$ cat src/rtl/uart_mmio_ctrl.sv
// Memory-mapped UART controller: RX FIFO fed by uart_receiver, TX holding register
// sequenced into uart_transmitter, sticky error flags and a level interrupt.
module uart_mmio_ctrl #(
    parameter int RX_FIFO_DEPTH = 4
) (
    input  logic       clk,
    input  logic       reset,
    input  logic [1:0] cpu_addr,
    input  logic       cpu_wr_en,
    input  logic       cpu_rd_en,
    input  logic [7:0] cpu_wdata,
    output logic [7:0] cpu_rdata,
    input  logic [7:0] rx_byte,
    input  logic       rx_valid,
    input  logic       rx_frame_err,
    output logic [7:0] tx_byte,
    output logic       tx_start,
    input  logic       tx_busy,
    output logic       irq
);
    localparam int PTR_W = $clog2(RX_FIFO_DEPTH);
    localparam int CNT_W = $clog2(RX_FIFO_DEPTH + 1);
    localparam logic [CNT_W-1:0] FULL_CNT = CNT_W'(RX_FIFO_DEPTH);

    typedef enum logic [1:0] {IDLE, START, WAIT_HI, WAIT_LO} tx_state_e;

    logic [7:0]       mem_q [RX_FIFO_DEPTH];
    logic [PTR_W-1:0] wr_ptr_q, rd_ptr_q;
    logic [CNT_W-1:0] count_q, count_d;
    logic [7:0]       rdata_q, rdata_d;
    logic [1:0]       ctrl_q;
    logic             frame_err_q, frame_err_d, overrun_q, overrun_d;
    logic [7:0]       hold_q, tx_byte_q;
    logic             hold_full_q, tx_start_q;
    tx_state_e        state_q;

    logic       rd_req, sts_wr, rx_avail, fifo_full, push_req, push, pop;
    logic [7:0] status;

    // A simultaneous write wins over the read, so the read side is gated here.
    assign rd_req    = cpu_rd_en & ~cpu_wr_en;
    assign sts_wr    = cpu_wr_en & (cpu_addr == 2'd1);
    assign rx_avail  = (count_q != '0);
    assign fifo_full = (count_q == FULL_CNT);
    assign push_req  = rx_valid & ~rx_frame_err;
    assign pop       = rd_req & (cpu_addr == 2'd0) & rx_avail;
    assign push      = push_req & (~fifo_full | pop);
    assign status    = {4'b0, frame_err_q, overrun_q, ~hold_full_q, rx_avail};

    always_comb begin
        count_d = count_q;
        if (push && !pop)      count_d = count_q + CNT_W'(1);
        else if (pop && !push) count_d = count_q - CNT_W'(1);

        frame_err_d = (frame_err_q & ~(sts_wr & cpu_wdata[3])) | (rx_valid & rx_frame_err);
        overrun_d   = (overrun_q & ~(sts_wr & cpu_wdata[2])) | (push_req & fifo_full & ~pop);

        rdata_d = rdata_q;
        if (rd_req) begin
            case (cpu_addr)
                2'd0:    rdata_d = rx_avail ? mem_q[rd_ptr_q] : 8'h00;
                2'd1:    rdata_d = status;
                2'd2:    rdata_d = {6'b0, ctrl_q};
                default: rdata_d = 8'h00;
            endcase
        end
    end

    always_ff @(posedge clk) begin
        if (push) mem_q[wr_ptr_q] <= rx_byte;
    end

    always_ff @(posedge clk) begin
        if (!reset) begin
            wr_ptr_q    <= '0;
            rd_ptr_q    <= '0;
            count_q     <= '0;
            rdata_q     <= 8'h00;
            ctrl_q      <= 2'b00;
            frame_err_q <= 1'b0;
            overrun_q   <= 1'b0;
        end else begin
            if (push) wr_ptr_q <= wr_ptr_q + PTR_W'(1);
            if (pop)  rd_ptr_q <= rd_ptr_q + PTR_W'(1);
            count_q     <= count_d;
            rdata_q     <= rdata_d;
            frame_err_q <= frame_err_d;
            overrun_q   <= overrun_d;
            if (cpu_wr_en && cpu_addr == 2'd2) ctrl_q <= cpu_wdata[1:0];
        end
    end

    // Holding register stays full from the DATA write until the transmitter drops busy.
    always_ff @(posedge clk) begin
        if (!reset) begin
            state_q     <= IDLE;
            hold_q      <= 8'h00;
            hold_full_q <= 1'b0;
            tx_byte_q   <= 8'h00;
            tx_start_q  <= 1'b0;
        end else begin
            tx_start_q <= 1'b0;
            if (cpu_wr_en && cpu_addr == 2'd0 && !hold_full_q) begin
                hold_q      <= cpu_wdata;
                hold_full_q <= 1'b1;
            end
            case (state_q)
                IDLE: if (hold_full_q && !tx_busy) begin
                    state_q    <= START;
                    tx_start_q <= 1'b1;
                    tx_byte_q  <= hold_q;
                end
                START:   state_q <= WAIT_HI;
                WAIT_HI: if (tx_busy) state_q <= WAIT_LO;
                WAIT_LO: if (!tx_busy) begin
                    state_q     <= IDLE;
                    hold_full_q <= 1'b0;
                end
                default: state_q <= IDLE;
            endcase
        end
    end

    assign cpu_rdata = rdata_q;
    assign tx_byte   = tx_byte_q;
    assign tx_start  = tx_start_q;
    assign irq       = (ctrl_q[0] & rx_avail) | (ctrl_q[1] & ~hold_full_q);
endmodule

$ cat config.mk
export PLATFORM = sky130hd
export DESIGN_NAME = uart_mmio_ctrl
export DESIGN_NICKNAME = d
export VERILOG_FILES = /design/src/rtl/uart_mmio_ctrl.sv
export SDC_FILE = /design/constraint.sdc
export NUM_CORES = 1
export LEC_CHECK = 0
export CAP_MARGIN = 20
export CORE_UTILIZATION = 35
export DETAILED_ROUTE_END_ITERATION = 6
export SLEW_MARGIN = 20
export SYNTH_ARGS = -nofsm -noshare
export SYNTH_HDL_FRONTEND = slang
export SYNTH_SLANG_ARGS = --single-unit
$ cat constraint.sdc
create_clock -name clk -period 3.4 [get_ports clk]
set_input_delay 0.68 -clock clk [delete_from_list [all_inputs] [get_ports clk]]
set_output_delay 0.68 -clock clk [all_outputs]
set_load 0.005 [all_outputs]
==> impl_metrics.env <==
export IMPL_cp_arrival_ps=3130
export IMPL_post_cts_resized=0
export IMPL_dp_cells=383
export IMPL_ant_nets=0
export IMPL_dpl_hpwl_um=3840
export IMPL_power_density_nw_per_um2=513
export IMPL_status="finished, final reports clean"
export IMPL_rsz0062_at_grt="no"
export IMPL_multi_input_area_um2=1080
export IMPL_fin_cells=399
export IMPL_die_area_um2=8820
export IMPL_grt_pass1_vias=1837
export IMPL_synth_compound_area_share_pct=8.43
export IMPL_avgRoutedWirePerCell_um=14.0
export IMPL_drive_gt1_share_pct=12.2
export IMPL_synth_yosys_seq_area_share_pct=60.3
export IMPL_finalClockSkew_ps=6.82
export IMPL_relSlewSlack_pct=47.4
export IMPL_seqCellArea_um2=1780
export IMPL_cp_end_kind="flip-flop"
export IMPL_period_needed_ps=2860
export IMPL_ys_warn_count=0
export IMPL_cp_start_kind="input pin"
export IMPL_layout_nets=324
export IMPL_track_usage_pct=14.0
export IMPL_p_leak_nw=1.36
export IMPL_gp_congestion=0.737
export IMPL_synth_top_area_share_pct=32.5
export IMPL_start_util_pct=36.1
export IMPL_die_w_um=93.9
export IMPL_antenna_found_initial=0
export IMPL_path_clk_slew_ps=70
export IMPL_n_fill_cell=757
export IMPL_slowest_stage="clkdlybuf4s50_1"
export IMPL_dieHeight_um=93.9
export IMPL_hp_class="reg -> reg"
export IMPL_grt_max_degree=24
export IMPL_r2r_slack_ps=1120
export IMPL_syn_num_nets=275
export IMPL_post_cts_repair_setup_buffers=0
export IMPL_tightest_slew_ps=786
export IMPL_drt_iter0_drc=64
export IMPL_io_buffers=42
export IMPL_drc=0
export IMPL_synth_ff_type="dfxtp_1"
export IMPL_final_setup_viol_count=0
export IMPL_cts_htree_levels=3
export IMPL_async_flop_share_pct=0
export IMPL_cts_tree="yes"
export IMPL_critPathMaxStageDelay_ps=530
export IMPL_yosysTopAreaCell="edfxtp_1"
export IMPL_ys_types=40
export IMPL_clock_latency_ps=340
export IMPL_core_area_um2=8180
export IMPL_vias=1883
export IMPL_hold_buffers=0
export IMPL_grt_ovfl_total=0
export IMPL_ios=43
export IMPL_post_drt_via_cell_ratio=4.72
export IMPL_worst_ep_required_time_ps=3670
export IMPL_syn2layout_area_growth_pct=25.7
export IMPL_synth_edf_count=32
export IMPL_grt_pass1_wl_um=9160
export IMPL_yosys_area_share_simple_pct=12.9
export IMPL_synth_fa_ha_area_share_pct=4.49
export IMPL_syn_area_um2=2960
export IMPL_slew_violations=0
export IMPL_totalWireLength_um=5580
export IMPL_clk_path_buf_depth=2
export IMPL_yosys_mux_area_fraction_pct=9.40
export IMPL_cts_inserted_buffers=9
export IMPL_fmaxAchievable_mhz=350
export IMPL_dr_pass1_iters=4
export IMPL_netlist_instances=240
export IMPL_finalCritPeriodShare_pct=84.1
export IMPL_crit_path_max_fanout=4
export IMPL_peakVddDrop_v=0.000246
export IMPL_fin_tns_setup_ps=0
export IMPL_cp_num_buf_inv=2
export IMPL_synthTopCellsByArea="edfxtp_1, dfxtp_1, mux4_2"
export IMPL_cts_num_sinks=73
export IMPL_n_antenna_cell=0
export IMPL_crit_type="in -> reg"
export IMPL_synthXorXnorAreaFrac_pct=1.48
export IMPL_avgSynthCellArea_um2=12.3
export IMPL_drv_cap=0
export IMPL_path_delay_family="simple AND/OR/NAND/NOR gates"
export IMPL_hold_viol_final=0
export IMPL_ys_ff_latch=73
export IMPL_num_rows=33
export IMPL_synth_top_family_by_area="simple AND/OR/NAND/NOR gates"
export IMPL_cp_cell_sequence="clkdlybuf4s50_1, or4b_4, a31oi_4, ha_1, inv_1, fa_1, xor2_1, or3_1, a21oi_1"
export IMPL_clock_root_buffer="clkbuf_8"
[metrics by stage]
stage	total power [mW]	cell area [um2]	hold slack (ps)	setup slack [ps]	utilization [%]
after global routing	2.00	3710	475	383	45.4
after detailed placement	1.20	3500	448	192	42.8
final	1.90	3710	456	542	45.4
after global placement	1.19	3500	442	202	42.8
after CTS	1.93	3710	458	545	45.4
after floorplan	1.12	2960	435	535	-
[placed cells by master, fill, tap and decap left out, drive strengths merged, types with 7 or more instances in the layout]
master	instances
mux2i	12
nand2	26
inv	9
edfxtp	32
mux4	7
clkbuf	11
nor2	22
ha	9
a21oi	15
clkdlybuf4s50	42
dfxtp	41
[logic make-up after synthesis]
group,after synthesis
xor gates and xnor gates,5
muxes,19
buffers and inverters,20
AOI/OAI and AO/OA,37
DFF,73
and+or+nand+nor,76
adders and majority gates,10
[worst reg2reg max path, stage by stage, from the launching register on]
cell	delay [ps]
dfxtp_1	360
or3_1	490
nand2_1	150
ha_1	190
inv_1	60
fa_1	370
xor2_1	160
or3_1	300
a21oi_1	130
[where the power goes]
part           switching [mW]  internal (mW)
clock network           0.315          0.414
logic                   0.104         0.0995
registers              0.0233          0.949
[cell usage after synthesis, types with 2 or more instances]
| cell | count |
|---|---|
| a21oi_1 | 15 |
| a22o_1 | 4 |
| a22oi_1 | 5 |
| and2_2 | 4 |
| buf_2 | 2 |
| clkbuf_1 | 6 |
| dfxtp_1 | 41 |
| edfxtp_1 | 32 |
| ha_1 | 9 |
| inv_1 | 9 |
| mux2i_1 | 12 |
| mux4_2 | 7 |
| nand2_1 | 26 |
| nand2b_1 | 2 |
| nand3_1 | 5 |
| nand3b_1 | 3 |
| nor2_1 | 22 |
| nor3_1 | 2 |
| o21ai_0 | 6 |
| o2bb2ai_1 | 3 |
| or3_1 | 3 |
| xor2_1 | 4 |
[metal layers]
metal  GRT usage, %  wire length (um)  vias up
met1           18.5              2620      897
met5              0                 0        -
met2           21.5              2680       32
met3           4.05               197        8
li1               -                 -      946
met4           5.77                90        0
[layout make-up]
type | count | area share [%]
Sequential cell | 73 | 48.0
Multi-Input combinational cell | 147 | 29.2
Timing Repair Buffer | 48 | 12.5
Clock buffer | 11 | 3.54
Tap cell | 105 | 3.54
Clock inverter | 5 | 2.19
Inverter | 10 | 1.01
[final timing paths]
path,start,to,depth (start not counted)
setup / recovery,cpu_rd_en,count_q[2]$_SDFFE_PN0P_,9
setup reg to reg,count_q[0]$_SDFFE_PN0P_,count_q[2]$_SDFFE_PN0P_,8
hold reg to reg,hold_q[6]$_SDFFE_PN0P_,hold_q[6]$_SDFFE_PN0P_,2
hold / removal,hold_q[6]$_SDFFE_PN0P_,hold_q[6]$_SDFFE_PN0P_,2
[sequential cells by signal (all words and copies together), names as in the netlist, named ones only]
register / flops
rd_ptr_q: 2
cpu_rdata: 8
ctrl_q: 2
state_q: 2
tx_byte: 8
tx_start: 1
frame_err_q: 1
hold_q: 8
wr_ptr_q: 2
hold_full_q: 1
overrun_q: 1
count_q: 3
mem_q: 32
(Power assumes the default switching activity.)
